File: src/rtl/f_divider_seq.sv
// Multi-cycle float32 divider: radix-2 restoring mantissa division, one quotient bit per clock.
// Optional F_DIV_SPECIAL_EN resolves NaN/inf/zero operands at acceptance without iterating.
module f_divider_seq #(
    parameter int unsigned FRACTION_BIT_WIDTH = 23,
    parameter int unsigned EXP_BIT_WIDTH      = 8,
    parameter int unsigned FLOAT_32_BIAS      = 127
) (
    input  logic                                      clk,
    input  logic                                      rstn,
    input  logic                                      in_valid,
    output logic                                      in_ready,
    input  logic [FRACTION_BIT_WIDTH+EXP_BIT_WIDTH:0] in0,
    input  logic [FRACTION_BIT_WIDTH+EXP_BIT_WIDTH:0] in1,
    output logic                                      out_valid,
    input  logic                                      out_ready,
    output logic [FRACTION_BIT_WIDTH+EXP_BIT_WIDTH:0] out,
    output logic                                      busy
);

    localparam int unsigned FLOAT_W = FRACTION_BIT_WIDTH + EXP_BIT_WIDTH + 1;
    localparam int unsigned MANT_W  = FRACTION_BIT_WIDTH + 1;
    localparam int unsigned QUO_W   = MANT_W + 1;
    localparam int unsigned REM_W   = MANT_W + 2;
    localparam int unsigned EXP_W   = EXP_BIT_WIDTH + 2;
    localparam int unsigned CNT_W   = $clog2(QUO_W);

    localparam logic signed [EXP_W-1:0] EXP_ONE = EXP_W'(1);
    localparam logic signed [EXP_W-1:0] EXP_INF = EXP_W'((1 << EXP_BIT_WIDTH) - 1);
    localparam logic signed [EXP_W-1:0] EXP_MIN = EXP_W'(0);

    typedef enum logic [1:0] {
        IDLE = 2'd0,
        DIV  = 2'd1,
        NORM = 2'd2,
        DONE = 2'd3
    } state_e;

    state_e                   state_q, state_d;
    logic                     sign_q, sign_d;
    logic signed [EXP_W-1:0]  exp_q, exp_d;
    logic [MANT_W-1:0]        m1_q, m1_d;
    logic [REM_W-1:0]         rem_q, rem_d;
    logic [QUO_W-1:0]         quo_q, quo_d;
    logic [CNT_W-1:0]         cnt_q, cnt_d;
    logic [FLOAT_W-1:0]       out_q, out_d;
    logic                     out_valid_q, out_valid_d;

    logic [EXP_BIT_WIDTH-1:0]      e0, e1;
    logic [FRACTION_BIT_WIDTH-1:0] f0, f1;
    logic                          sign_in;
    logic signed [EXP_W-1:0]       exp_in;
    logic                          rem_ge;
    logic [REM_W-1:0]              rem_sub;
    logic signed [EXP_W-1:0]       exp_n;
    logic [FRACTION_BIT_WIDTH-1:0] frac_n;

    assign e0      = in0[FLOAT_W-2 -: EXP_BIT_WIDTH];
    assign e1      = in1[FLOAT_W-2 -: EXP_BIT_WIDTH];
    assign f0      = in0[FRACTION_BIT_WIDTH-1:0];
    assign f1      = in1[FRACTION_BIT_WIDTH-1:0];
    assign sign_in = in0[FLOAT_W-1] ^ in1[FLOAT_W-1];
    assign exp_in  = EXP_W'(e0) - EXP_W'(e1) + EXP_W'(FLOAT_32_BIAS);

    // Restoring step: subtract the divisor when it fits, shift the partial remainder left.
    assign rem_ge  = rem_q >= REM_W'(m1_q);
    assign rem_sub = rem_ge ? (rem_q - REM_W'(m1_q)) : rem_q;

    // Quotient lies in [0.5, 2); a clear MSB needs one extra left shift.
    assign exp_n  = quo_q[QUO_W-1] ? exp_q : (exp_q - EXP_ONE);
    assign frac_n = quo_q[QUO_W-1] ? quo_q[QUO_W-2:1] : quo_q[QUO_W-3:0];

`ifdef F_DIV_SPECIAL_EN
    logic               zero0, zero1, inf0, inf1, nan0, nan1;
    logic               spec_hit;
    logic [FLOAT_W-1:0] spec_val;

    assign zero0 = (e0 == '0);
    assign zero1 = (e1 == '0);
    assign inf0  = (e0 == '1) && (f0 == '0);
    assign inf1  = (e1 == '1) && (f1 == '0);
    assign nan0  = (e0 == '1) && (f0 != '0);
    assign nan1  = (e1 == '1) && (f1 != '0);

    always_comb begin
        spec_hit = 1'b1;
        spec_val = {sign_in, {(FLOAT_W-1){1'b0}}};
        if (nan0 || nan1 || (zero0 && zero1) || (inf0 && inf1)) begin
            spec_val = {1'b0, {EXP_BIT_WIDTH{1'b1}}, 1'b1, {(FRACTION_BIT_WIDTH-1){1'b0}}};
        end else if ((zero1 && !zero0) || (inf0 && !inf1)) begin
            spec_val = {sign_in, {EXP_BIT_WIDTH{1'b1}}, {FRACTION_BIT_WIDTH{1'b0}}};
        end else if (zero0 || inf1) begin
            spec_val = {sign_in, {(FLOAT_W-1){1'b0}}};
        end else begin
            spec_hit = 1'b0;
        end
    end
`endif

    always_comb begin
        state_d     = state_q;
        sign_d      = sign_q;
        exp_d       = exp_q;
        m1_d        = m1_q;
        rem_d       = rem_q;
        quo_d       = quo_q;
        cnt_d       = cnt_q;
        out_d       = out_q;
        out_valid_d = out_valid_q;
        unique case (state_q)
            IDLE: begin
                if (in_valid) begin
                    sign_d  = sign_in;
                    exp_d   = exp_in;
                    m1_d    = {1'b1, f1};
                    rem_d   = REM_W'({1'b1, f0});
                    quo_d   = '0;
                    cnt_d   = CNT_W'(QUO_W - 1);
                    state_d = DIV;
`ifdef F_DIV_SPECIAL_EN
                    if (spec_hit) begin
                        out_d       = spec_val;
                        out_valid_d = 1'b1;
                        state_d     = DONE;
                    end
`endif
                end
            end
            DIV: begin
                rem_d = rem_sub << 1;
                quo_d = {quo_q[QUO_W-2:0], rem_ge};
                if (cnt_q == '0) begin
                    state_d = NORM;
                end else begin
                    cnt_d = cnt_q - CNT_W'(1);
                end
            end
            NORM: begin
                if (exp_n >= EXP_INF) begin
                    out_d = {sign_q, {EXP_BIT_WIDTH{1'b1}}, {FRACTION_BIT_WIDTH{1'b0}}};
                end else if (exp_n <= EXP_MIN) begin
                    out_d = {sign_q, {(FLOAT_W-1){1'b0}}};
                end else begin
                    out_d = {sign_q, exp_n[EXP_BIT_WIDTH-1:0], frac_n};
                end
                out_valid_d = 1'b1;
                state_d     = DONE;
            end
            DONE: begin
                if (out_ready) begin
                    out_valid_d = 1'b0;
                    state_d     = IDLE;
                end
            end
            default: state_d = IDLE;
        endcase
    end

    always_ff @(posedge clk or negedge rstn) begin
        if (!rstn) begin
            state_q     <= IDLE;
            sign_q      <= 1'b0;
            exp_q       <= '0;
            m1_q        <= '0;
            rem_q       <= '0;
            quo_q       <= '0;
            cnt_q       <= '0;
            out_q       <= '0;
            out_valid_q <= 1'b0;
        end else begin
            state_q     <= state_d;
            sign_q      <= sign_d;
            exp_q       <= exp_d;
            m1_q        <= m1_d;
            rem_q       <= rem_d;
            quo_q       <= quo_d;
            cnt_q       <= cnt_d;
            out_q       <= out_d;
            out_valid_q <= out_valid_d;
        end
    end

    // Handshake flags decode straight from the state register.
    assign in_ready  = (state_q == IDLE);
    assign busy      = (state_q != IDLE);
    assign out       = out_q;
    assign out_valid = out_valid_q;

endmodule

File: config.mk
export PLATFORM = sky130hd
export DESIGN_NAME = f_divider_seq
export DESIGN_NICKNAME = d
export VERILOG_FILES = /design/src/rtl/f_divider_seq.sv
export SDC_FILE = /design/constraint.sdc
export NUM_CORES = 1
export LEC_CHECK = 0
export ABC_AREA = 0
export BUFFER_PORTS_ARGS = -buffer_cell sky130_fd_sc_hd__buf_4
export CAP_MARGIN = 20
export CORE_MARGIN = 2
export CORE_UTILIZATION = 48
export DETAILED_ROUTE_END_ITERATION = 7
export GPL_TIMING_DRIVEN = 0
export MAX_ROUTING_LAYER = met4
export PLACE_DENSITY = 0.68
export SLEW_MARGIN = 20
export SYNTH_ARGS = -nofsm -noshare
export SYNTH_HDL_FRONTEND = slang
export SYNTH_SLANG_ARGS = --single-unit
File: constraint.sdc
create_clock -name clk -period 3.2 [get_ports clk]
set_input_delay 0.32 -clock clk [delete_from_list [all_inputs] [get_ports clk]]
set_output_delay 0.32 -clock clk [all_outputs]
set_load 0.05 [all_outputs]
==> run_results.csv <==
group,metric,value,unit
die,die_w,131.1,µm
die,io_pins,103,
sta,finalSetupViolCount,0,
setup_path,worstReg2RegStart,"rem_q[2]$_DFFE_PN0P_",
routing,ant_nets,0,
logic_synthesis,synth_top_area_frac,0.4068,
clocking,cts_root_buffer,"clkbuf_16",
routing,vias_per_cell,5.459,
logic_synthesis,synth_fp_nets,892,
sta,finalCriticalPeriod,3.103,ns
final_layout,utilization,0.5973,
sta,fin_crit_sh,0.9696,
setup_path,reg2reg_to,"rem_q[24]$_DFFE_PN0P_",
grt,track_usage,0.2241,
die,coreArea,0.01583,mm²
logic_synthesis,synth-seq-area-share,0.4068,
grt,grt_max_degree,97,
logic_synthesis,synth-edff-count,0,
min_path,hold_path.class,"input port to flop",
sta,tightest_slew,0.7784,ns
grt,grt_pass1_vias,5866,
flow_run,maxCapViolCount,0,
clocking,path_clk_slew,0.06,ns
routing,first_pass_iters,5,
final_layout,post_route_cells_drive_above_1_share,0.2293,
die,rows,46,
clocking,cts.path.max_buffers,2,
logic_synthesis,ys_seq_elements,126,
sta,maxSlewViolCount,0,
logic_synthesis,postSynthCellCount,782,
logic_synthesis,synth.cell_area,0.007750,mm²
logic_synthesis,ys_warn_count,0,
grt,antenna_found_initial,0,
placed_design,post-dp-hpwl,12910,µm
final_layout,fin_nets,1018,
logic_synthesis,synthTopCellsByArea,"dfrtp_1 (41%), ha_1 (6.5%), mux2i_1 (4.6%)",
grt,overflow,0,
sta,slew_headroom,0.4756,
setup_path,critPathKind,"flop to flop",
setup_path,r2r_setup_slack,0.1,ns
die,start_util,0.4896,
status,outcome,"finished, final reports clean",
clocking,cts_max_level,4,
die,die-area,0.01718,mm²
setup_path,crit_end,"rem_q[24]$_DFFE_PN0P_",
power_and_ir_drop,peakVddDrop,0.0004882,V
setup_path,critPathCaptureType,"flop",
setup_path,required,3.51,ns
clocking,clk_latency,0.42,ns
logic_synthesis,yosys.area.top_type,"dfrtp_1",
setup_path,arrival,3.41,ns
routing,wl_per_cell,15.80,µm
setup_path,reg2reg_depth,10,
routing,drt_iter0_markers,405,
logic_synthesis,ys_top_cells_by_count,"dfrtp_1 (126), inv_1 (77), o21ai_0 (62), nand2_1 (41), ha_1 (40)",
setup_path,worst_setup_path_start_kind,"flop",
placed_design,place_congestion,0.8787,
routing,vias,6201,
sta,final_hold_viol_count,0,
routing,route.detailed.drc,0,
setup_path,crit_start,"rem_q[2]$_DFFE_PN0P_",
clocking,clock-sinks,126,
logic_synthesis,synth_top_flop_cell,"dfrtp_1",
final_layout,area_delta_synth_final,21.99,%
logic_synthesis,synth.avg_cell_area,9.910,µm²
setup_path,crit_fanout,10,
power_and_ir_drop,power_density,1099,mW/mm²
logic_synthesis,ys_types,71,
sta,fmax,322.3,MHz
die,die_h,131.1,µm
sta,fin_tns_setup,0,ns
power_and_ir_drop,p_leak,4.327,nW
final_layout,n_antenna_cell,0,
sta,clock_skew,0.007756,ns
placed_design,numPortBuffers,102,
grt,grt_pass1_wl,28980,µm
logic_synthesis,yosys.cell_count.top_type,"dfrtp_1",
logic_synthesis,async_flop_share,1.000,
clocking,cts_made_buffers,17,
routing,drt-total-wl,17950,µm
clocking,cts_tree,"done",
[cell families after synthesis]
kind of cell    share of synthesized area
compound gates                     0.2012
simple gates                       0.1190
flops                              0.4068
buf+inv                           0.06603
mux                               0.08863
xor+xnor                          0.04860
fa+ha+maj                         0.06975
[per-stage QoR]
stage               std cells  power [mW]  setup WS (ns)  area, µm²  hold WS (ns)
finish                   1136       10.39        0.09741       9454        0.1241
global route             1136       11.19      -0.008118       9454        0.1166
CTS                      1134       10.32         0.1354       9425        0.1141
detailed placement       1101       8.324        -0.3388       8821        0.1983
global placement         1100       8.230        -0.2865       8786        0.4419
floorplan                 782       6.914         0.4109       7750       0.02441
[registers in the layout, summed over array words and instances (netlist names)]
signal and cells:
quo_q 25, out_valid 1, out 32, exp_q 10
cnt_q 5, state_q 2, rem_q 26, m1_q 24
sign_q 1
[layout make-up]
cell class                 count  area [µm²]
fill                        1403        6374
multi-input combinational    542        4108
sequential                   126        3153
timing repair buffer         107       833.3
clock buffer                  18       429.2
inverter                      77       289.0
tap                          216       270.3
buffer                        37       229.0
clock inverter                13       142.6
[worst max-delay path, stage by stage (launching register included)]
cell	delay, ns
dfrtp_1	0.41
ha_1	0.36
nor2b_1	0.17
o31a_1	0.30
o31ai_1	0.35
a32oi_2	0.18
o21ai_0	0.32
a21oi_2	0.15
clkbuf_4	0.23
or2_2	0.29
a32o_1	0.24
[cell usage in the layout, fill, tap and decap left out, types with 29 or more instances in the layout]
| cell type | Yosys | routed |
|---|---|---|
| ha_1 | 40 | 40 |
| nor2_1 | 37 | 37 |
| o21ai_0 | 62 | 62 |
| inv_1 | 77 | 77 |
| dfrtp_1 | 126 | 126 |
| mux2i_1 | 36 | 36 |
| buf_4 | 0 | 104 |
| a21oi_1 | 34 | 34 |
| nand2_1 | 41 | 41 |
| mux2_2 | 29 | 29 |
[how the worst min path moves through the flow]
stage	depth (start not counted)	to	slack, ns	start
2_1_floorplan	0	cnt_q[0]$_DFFE_PN0P_	0.02	rstn
3_3_place_gp	2	m1_q[23]$_DFFE_PN0P_	0.44	m1_q[23]$_DFFE_PN0P_
3_5_place_dp	1	m1_q[17]$_DFFE_PN0P_	0.20	rstn
4_1_cts	2	m1_q[6]$_DFFE_PN0P_	0.11	in1[6]
5_1_grt	2	m1_q[6]$_DFFE_PN0P_	0.12	in1[6]
6_report	3	rem_q[0]$_DFFE_PN0P_	0.12	in0[0]
[power by group]
part	switching [mW]	total, mW	leakage, nW	internal, mW
Clock	0.746	1.89	0.277	1.14
Sequential	0.384	2.48	1.59	2.10
Combinational	3.52	6.02	2.46	2.50
Total	4.64	10.4	4.33	5.74
[routing by layer]
metal,track usage,part of all wire,vias to the layer above
met5,-,0,-
met2,0.3404,0.46,130
met4,0.08010,0.019,0
met3,0.03125,0.037,27
met1,0.3085,0.48,2988
li1,-,-,3056
[timing repair]
action,4_1_cts,5_1_grt
setup buffers,1,2
hold endpoints to repair,30,0
gates resized for setup,3,4
pin swaps,1,1
hold buffers,1,0
setup endpoints to repair,23,11
(Power assumes the default switching activity.)
